`src/rtl/alu_pkg.sv`:
```
// alu_pkg: shared definitions for the ALU result collector.
//   - flag bit indices within the 6-bit FLAGS bus
//   - FLAG_W / OP_W field widths
//   - alu_entry_t: packed FIFO entry layout {op, result, flags[, par]}
// Optional feature macro: ALU_RESULT_PARITY_EN adds the per-entry parity bit.
package alu_pkg;

  localparam int FLAG_W = 6;
  localparam int OP_W   = 4;
  localparam int RES_W  = 8;  // default ALU F bus width

  // Bit positions inside FLAGS = {Overflow, CarryOut, Zero, LT, GT, EQUAL}
  localparam int FLAG_EQUAL = 0;
  localparam int FLAG_GT    = 1;
  localparam int FLAG_LT    = 2;
  localparam int FLAG_ZERO  = 3;
  localparam int FLAG_CARRY = 4;
  localparam int FLAG_OVF   = 5;

  // Entry layout for the default result width. The collector packs the same
  // field order generically so that W can be overridden.
  typedef struct packed {
    logic [OP_W-1:0]   op;
    logic [RES_W-1:0]  result;
    logic [FLAG_W-1:0] flags;
`ifdef ALU_RESULT_PARITY_EN
    logic              par;
`endif
  } alu_entry_t;

endpackage

```
`src/rtl/alu_res_fifo.sv`:
```
// alu_res_fifo: generic DEPTH x ENTRY_W circular buffer.
// Ports:
//   clk, rst      clock, asynchronous active-high reset
//   push, pop     write / read strobes; the caller never pushes into a full
//                 buffer without a same-cycle pop, and never pops when empty
//   wr_data       entry written at push
//   rd_data       head entry; driven to 0 while the buffer is empty
//   count         occupancy, 0..DEPTH
// DEPTH must be a power of two (>= 2) so the pointers wrap by overflow.
module alu_res_fifo #(
  parameter int DEPTH   = 4,
  parameter int ENTRY_W = 18
) (
  input  logic                       clk,
  input  logic                       rst,
  input  logic                       push,
  input  logic                       pop,
  input  logic [ENTRY_W-1:0]         wr_data,
  output logic [ENTRY_W-1:0]         rd_data,
  output logic [$clog2(DEPTH):0]     count
);

  localparam int PTR_W = $clog2(DEPTH);
  localparam int CNT_W = PTR_W + 1;

  logic [ENTRY_W-1:0] mem [DEPTH];
  logic [PTR_W-1:0]   wr_ptr;
  logic [PTR_W-1:0]   rd_ptr;

  // Storage needs no reset: it is only observable through rd_data, which is
  // masked whenever count is zero.
  always_ff @(posedge clk) begin
    if (push) mem[wr_ptr] <= wr_data;
  end

  always_ff @(posedge clk or posedge rst) begin
    if (rst) begin
      wr_ptr <= '0;
      rd_ptr <= '0;
      count  <= '0;
    end else begin
      if (push) wr_ptr <= wr_ptr + PTR_W'(1);
      if (pop)  rd_ptr <= rd_ptr + PTR_W'(1);
      case ({push, pop})
        2'b10:   count <= count + CNT_W'(1);
        2'b01:   count <= count - CNT_W'(1);
        default: count <= count;  // idle, or push+pop cancel out
      endcase
    end
  end

  assign rd_data = (count != '0) ? mem[rd_ptr] : '0;

endmodule

```
`src/rtl/alu_result_collector.sv`:
```
// alu_result_collector: captures ALU outputs {S, F, FLAGS} on CAP into a
// small FIFO drained through a valid/ready read port, and keeps sticky flag
// history plus a saturating count of captures lost while full.
// Ports:
//   CLK, RST            clock, asynchronous active-high reset
//   CAP, S, F, FLAGS    capture strobe and the ALU outputs to sample
//   CLR                 clear STICKY and DROP_CNT
//   RD_READY, RD_VALID  read handshake
//   RD_F, RD_S, RD_FLAGS head entry fields (0 while empty)
//   COUNT, FULL         occupancy and COUNT == DEPTH
//   DROP_CNT            captures lost while full, saturating at 255
//   STICKY              OR of FLAGS of every accepted capture since RST/CLR
//   RD_PAR              even parity over {S, F, FLAGS} of the head entry
//                       (only with ALU_RESULT_PARITY_EN defined)
//
// Read handshake: an entry transfers on a rising edge where RD_VALID and
// RD_READY are both high; RD_* stay stable until that transfer, RD_VALID
// never depends on RD_READY, and RD_READY with RD_VALID low is ignored.
module alu_result_collector
  import alu_pkg::*;
#(
  parameter int W     = 8,
  parameter int DEPTH = 4
) (
  input  logic                   CLK,
  input  logic                   RST,
  input  logic                   CAP,
  input  logic [OP_W-1:0]        S,
  input  logic [W-1:0]           F,
  input  logic [FLAG_W-1:0]      FLAGS,
  input  logic                   CLR,
  input  logic                   RD_READY,
  output logic                   RD_VALID,
  output logic [W-1:0]           RD_F,
  output logic [OP_W-1:0]        RD_S,
  output logic [FLAG_W-1:0]      RD_FLAGS,
  output logic [$clog2(DEPTH):0] COUNT,
  output logic                   FULL,
  output logic [7:0]             DROP_CNT,
`ifdef ALU_RESULT_PARITY_EN
  output logic                   RD_PAR,
`endif
  output logic [FLAG_W-1:0]      STICKY
);

  localparam int CNT_W = $clog2(DEPTH) + 1;
`ifdef ALU_RESULT_PARITY_EN
  localparam int ENTRY_W = OP_W + W + FLAG_W + 1;
`else
  localparam int ENTRY_W = OP_W + W + FLAG_W;
`endif

  logic               push;
  logic               pop;
  logic               drop;
  logic [ENTRY_W-1:0] wr_data;
  logic [ENTRY_W-1:0] rd_data;
  logic [FLAG_W-1:0]  sticky_next;
  logic [7:0]         drop_next;

  assign RD_VALID = (COUNT != '0);
  assign FULL     = (COUNT == CNT_W'(DEPTH));
  assign pop      = RD_VALID && RD_READY;
  // A full buffer still accepts a capture when the head leaves this cycle.
  assign push     = CAP && (!FULL || pop);
  assign drop     = CAP && FULL && !pop;

`ifdef ALU_RESULT_PARITY_EN
  assign wr_data = {S, F, FLAGS, ^{S, F, FLAGS}};
  assign RD_PAR  = rd_data[0];
  assign {RD_S, RD_F, RD_FLAGS} = rd_data[ENTRY_W-1:1];
`else
  assign wr_data = {S, F, FLAGS};
  assign {RD_S, RD_F, RD_FLAGS} = rd_data;
`endif

  alu_res_fifo #(
    .DEPTH   (DEPTH),
    .ENTRY_W (ENTRY_W)
  ) u_fifo (
    .clk     (CLK),
    .rst     (RST),
    .push    (push),
    .pop     (pop),
    .wr_data (wr_data),
    .rd_data (rd_data),
    .count   (COUNT)
  );

  // CLR acts first, then the same-cycle push/drop accumulates on top.
  always_comb begin
    sticky_next = CLR ? '0 : STICKY;
    drop_next   = CLR ? '0 : DROP_CNT;
    if (push) sticky_next = sticky_next | FLAGS;
    if (drop && (drop_next != 8'hFF)) drop_next = drop_next + 8'd1;
  end

  always_ff @(posedge CLK or posedge RST) begin
    if (RST) begin
      STICKY   <= '0;
      DROP_CNT <= '0;
    end else begin
      STICKY   <= sticky_next;
      DROP_CNT <= drop_next;
    end
  end

endmodule
```
`config.mk`:
```
export PLATFORM = sky130hd
export DESIGN_NAME = alu_result_collector
export DESIGN_NICKNAME = d
export VERILOG_FILES = /design/src/rtl/alu_pkg.sv /design/src/rtl/alu_res_fifo.sv /design/src/rtl/alu_result_collector.sv
export SDC_FILE = /design/constraint.sdc
export NUM_CORES = 1
export LEC_CHECK = 0
export ABC_CLOCK_PERIOD_IN_PS = 2500
export CAP_MARGIN = 0
export CORE_UTILIZATION = 55
export CTS_BUF_LIST = sky130_fd_sc_hd__clkbuf_4
export DETAILED_ROUTE_END_ITERATION = 12
export PLACE_DENSITY = 0.82
export SYNTH_ARGS = -nofsm -noshare
export SYNTH_HDL_FRONTEND = slang
export SYNTH_SLANG_ARGS = --single-unit
```
`constraint.sdc`:
```
create_clock -name CLK -period 2.5 [get_ports CLK]
set_input_delay 0.375 -clock CLK [delete_from_list [all_inputs] [get_ports CLK]]
set_output_delay 0.375 -clock CLK [all_outputs]
set_load 0.1 [all_outputs]
```
Word level (Yosys, flattened, before mapping). Memory sizes are Yosys's and may differ from the RTL's. Cells that the tools add are included.

Equality and inequality tests: 4. Add/subtract/negate cells: 5. Mux-type cells: 8. Bitwise gates (word level): 1. Reduce and logical (&&, ||, !) cells: 10.

Operators by type and width (number): 18-bit two-way mux (1); 8-bit two-way mux (2); 6-bit two-way mux (2); 8-bit by 1-bit adder with 8-bit output, second input constant (1); 8-bit != test, second input constant (1); 6-bit bitwise OR (1); 3-bit case mux with 2 select lines (1); 1-bit logical AND (5); 2-bit by 1-bit adder with 2-bit output, second input constant (2); 3-bit by 1-bit adder with 3-bit output, second input constant (1); 3-bit == test, second input constant (1); 3-bit nonzero test (1); 3-bit by 1-bit subtractor with 3-bit output, second input constant (1); 2-bit by 1-bit == test with 1-bit output, second input constant (1); 2-bit == test, second input constant (1); 1-bit zero test (2); 1-bit two-way mux (2); 2-bit nonzero test (1); 1-bit logical OR (1).

Bits in writable memories: 72. Flip-flop bits (word level): 21. Memories kept: 1. Logic and storage cells: 34. Output and inout port bits: 37. Bits of input ports: 23.

Memories: u_fifo.mem (depth 4, bits a word 18, read ports 1, clocked after memory_dff 0, wr ports 1, line alu_res_fifo.sv:26) `logic [ENTRY_W-1:0] mem [DEPTH];`.

Longest topological paths before layout.
Depth in word-level cells: 6. Gate-level depth with buffers: 10.

Hierarchy. Synthesis repeated with hierarchy kept, for this count alone.

Cell total of the unflattened synthesis: 214. Area total of the unflattened synthesis: 3846.2 um^2.

Modules (own cells, without submodules): alu_res_fifo (area each 3118.0 um^2, seq. area each 2337.2 um^2, cells each 149, times used 1); alu_result_collector (area each 728.2 um^2, seq. area each 350.3 um^2, cells each 65, times used 1).

Least setup slack after synthesis. OpenSTA, ideal clock, no wires.

Path kind: flip-flop to output port. Start: register u_fifo.count[0]. End: output port RD_F[2]. Buffers on the path: 1. Cell stages (with the launch flop): 4. Path slack: -0.955 ns. Arrival: 3.080 ns. Cell sequence: dfrtp_1 or3_1 clkbuf_1 and2_1.

Word-level cells in the longest chain between the ends: 2.

Ends and longest elaborated chain: start: declaration (line alu_res_fifo.sv:20) `output logic [$clog2(DEPTH):0] count`; start signal: assignment (line alu_res_fifo.sv:45) `2'b10: count <= count + CNT_W'(1);`; start signal: assignment (line alu_res_fifo.sv:46) `2'b01: count <= count - CNT_W'(1);`; start signal: assignment (line alu_res_fifo.sv:47) `default: count <= count;`; 3-bit nonzero test; named net RD_VALID (line alu_result_collector.sv:33) `output logic RD_VALID,`; 18-bit two-way mux (line alu_res_fifo.sv:52) `assign rd_data = (count != '0) ? mem[rd_ptr] : '0;`; end: declaration (line alu_result_collector.sv:34) `output logic [W-1:0] RD_F,`.

The timed path passes the listed nets, and every way through them passes these cells.

Worst setup path after layout.
Start: register u_fifo.rd_ptr[0]. End: output port RD_F[5].

Word-level cells in the longest chain between the ends: 2.

Ends and longest elaborated chain: start: declaration (line alu_res_fifo.sv:28) `logic [PTR_W-1:0] rd_ptr;`; start signal: assignment (line alu_res_fifo.sv:43) `if (pop) rd_ptr <= rd_ptr + PTR_W'(1);`; memory 4 x 18 bit; 18-bit two-way mux (line alu_res_fifo.sv:52).

Every way passes these cells.

==> impl_results.md <==
- Status: complete, no violations
- Cell Chain, Critical Path: buf_12, mux4_2, and2_2, buf_12
- Post-cts sizing count: 0
- Seq/Total Area, Yosys: 70.3%
- Wire per inst: roughly 19 um
- Max Clk Rate: 419 MHz
- ANT cells: 0
- DP HPWL: about 4.6 mm
- #FFs+latches synth: a little over 90
- Placement Rows: 30
- CP max-delay cell: mux4_2
- Vias in the first global route: 2280
- Min setup slack post-route: 0.113 ns
- Slew at the pin with the worst max-slew slack: just under 0.3 ns
- CTS buffer count: 9
- Top FF cell, synth: edfxtp_1
- Clock buffer depth: 2
- DIE WIDTH: around 85 um
- CTS root buf: clkbuf_4
- CP arrival: 2.01 ns
- RD Place Congestion: 0.817
- Max_slew headroom: 80.7%
- Avg Cell Area, Syn: between 15 and 20 sq um
- Core Footprint: slightly below 0.007 sq mm
- WL final: 7.10 mm
- Min Tclk post-route: about 2.4 ns
- Chip Height: about 85 um
- Async SR Flop Fraction: between 20% and 30%
- Clock Pin Slew Worst Setup and Hold Paths: approximately 0.13 ns
- Fillers: between 400 and 500
- Largest net degree at the start of global routing: 21
- Min-Delay Path Class: primary input to asynchronous set/reset pin
- Gr usage total: 21.8%
- First-pass GRT wire length: 11.6 mm
- Setup tns final: 0 ns
- First-iteration detailed-routing DRC count: 83
- Antenna viol nets, final: 0
- Storage element area: 0.00269 sq mm
- WP data required: 2.12 ns
- RSZ-0062 raised after global routing: no
- Io pins: 60
- Multi-input gate area: ~0.0011 sq mm
- CP Class: register to primary output
- CP Capture Type: primary output
- Crit Path Max Fanout: 18
- Area grow syn2layout: 28.6%
- Fraction of layout cells with a size suffix above 1: between 30% and 40%
- Critical Path Start Type: register
- Number of flops mapped to enable cells by yosys: slightly above 70
- Initial Util: ~57%
- Max Slew Vio Count: 0
- First-pass DRT Iterations: 5
- Setup WS pre-CTS: roughly 0.048 ns
- Worst stage delay on the critical path: around 0.52 ns
- CP most frequent cell: buf_12
- Max Cap Viol: 0
- CTS tree: built
- Vias per cell: around 5.7
- Synth unique cells: 32
- H-tree depth: 3
- Ys Warns: 0
- Post-CTS setup buffer count: 0
- GRT overflow: 0
- Residual DRC: 0
- Final #Nets: approximately 320
- Syn Nets: roughly 250
- Hold Vio Cnt, Final: 0
- Mapped Cells: 217
- Commonest non-fill, non-tap cell in the layout: edfxtp_1
- Commonest non-fill, non-tap cells in the layout: 72 x edfxtp_1, 26 x buf_4, 23 x buf_12
- Hold-fix buffers at CTS: 0
- Clock Sinks: slightly above 90
- Final setup viols: 0
- Die Area: ~0.0073 sq mm
- Vias: roughly 2100
- Antenna violations before repair: 0
- Synthesized area: ~0.0038 sq mm
- Clock Latency Late Sink: approximately 0.42 ns
- Tcrit/Tclk final: around 95%
- PortBufs: 59
- Clock Skews: between 0.01 and 0.015 ns
## layout make-up
cell class / instances / share of cell area [%]
clock buffer: 12 / 1.83
clock inverter: 4 / 0.993
inverter: 9 / 0.688
multi-input combinational: 105 / 21.8
sequential: 93 / 54.8
tap: 80 / 2.04
timing repair buffer: 71 / 17.8
## flip-flops by register name, indices dropped and copies added, names as in the netlist
signal / cells
u_fifo.mem: 72
DROP_CNT: 8
STICKY: 6
u_fifo.count: 3
u_fifo.rd_ptr: 2
u_fifo.wr_ptr: 2
## worst max-delay path: cells and delay by family (launching register included)
| family | cells | cell delay (ns) |
|---|---|---|
| muxes | 1 | 0.52 |
| and+or+nand+nor | 1 | 0.22 |
| buffers and inverters | 2 | 0.38 |
| DFF | 1 | 0.46 |
## routing by layer
layer | vias to the layer above | part of all wire, % | global-route usage, % | wire length [um]
met5 | - | 0 | 0 | 0
met4 | 0 | 1.3 | 7.58 | 93
met3 | 10 | 5.3 | 4.47 | 377
met2 | 71 | 51 | 35.7 | 3620
met1 | 1075 | 42 | 29.8 | 3010
li1 | 983 | - | - | -
## cell families after synthesis
family	after synthesis	share of synthesized area (%)
AO/OA/AOI/OAI	19	3.90
XOR/XNOR	8	1.83
adder cells (fa/ha/maj)	7	2.49
buffers and inverters	19	1.93
flip-flops	93	70.3
multiplexers	20	11.2
AND/OR/NAND/NOR	51	8.32
## stage by stage
| stage | cells | utilization, % | hold slack (ns) | cell area (sq um) |
|---|---|---|---|---|
| 2_1_floorplan | 217 | - | 0.351 | 3840 |
| 3_3_place_gp | 358 | 70.7 | 0.462 | 4770 |
| 3_5_place_dp | 358 | 70.7 | 0.482 | 4770 |
| 4_1_cts | 374 | 72.7 | 0.0995 | 4910 |
| 5_1_grt | 374 | 72.7 | 0.109 | 4910 |
| 6_report | 374 | 72.7 | 0.116 | 4910 |
## worst paths after layout
path | start | to | slack (ns) | cells after the start
worst max-delay path | u_fifo.rd_ptr[0] | RD_F[5] | 0.11 | 4
worst min-delay path | RST | u_fifo.count[2] | 0.12 | 2
worst max register to register | u_fifo.count[0] | u_fifo.count[2] | 0.42 | 9
worst min register to register | u_fifo.rd_ptr[1] | u_fifo.rd_ptr[1] | 0.49 | 1
max in group asynchronous | RST | u_fifo.rd_ptr[1] | 1.91 | 3
min in group CLK | u_fifo.rd_ptr[1] | u_fifo.rd_ptr[1] | 0.49 | 1
## cell usage after synthesis (3+ instances only)
| master | n | area (sq um) |
|---|---|---|
| and3_1 | 7 | 43.8 |
| xor2_1 | 3 | 26.3 |
| ha_1 | 6 | 75.1 |
| clkbuf_1 | 7 | 26.3 |
| and2_1 | 21 | 131 |
| mux4_2 | 18 | 405 |
| xnor2_1 | 5 | 43.8 |
| edfxtp_1 | 72 | 2160 |
| a22o_1 | 6 | 52.6 |
| a211oi_1 | 4 | 30.0 |
| nor2_1 | 4 | 15.0 |
| dfrtp_1 | 21 | 526 |
| nand2_1 | 4 | 15.0 |
| inv_1 | 9 | 33.8 |
| nor2b_1 | 6 | 37.5 |
Power is left out: the tool's default activity adds up to more than one toggle a clock period on the data nets, which glitch-free logic cannot reach.
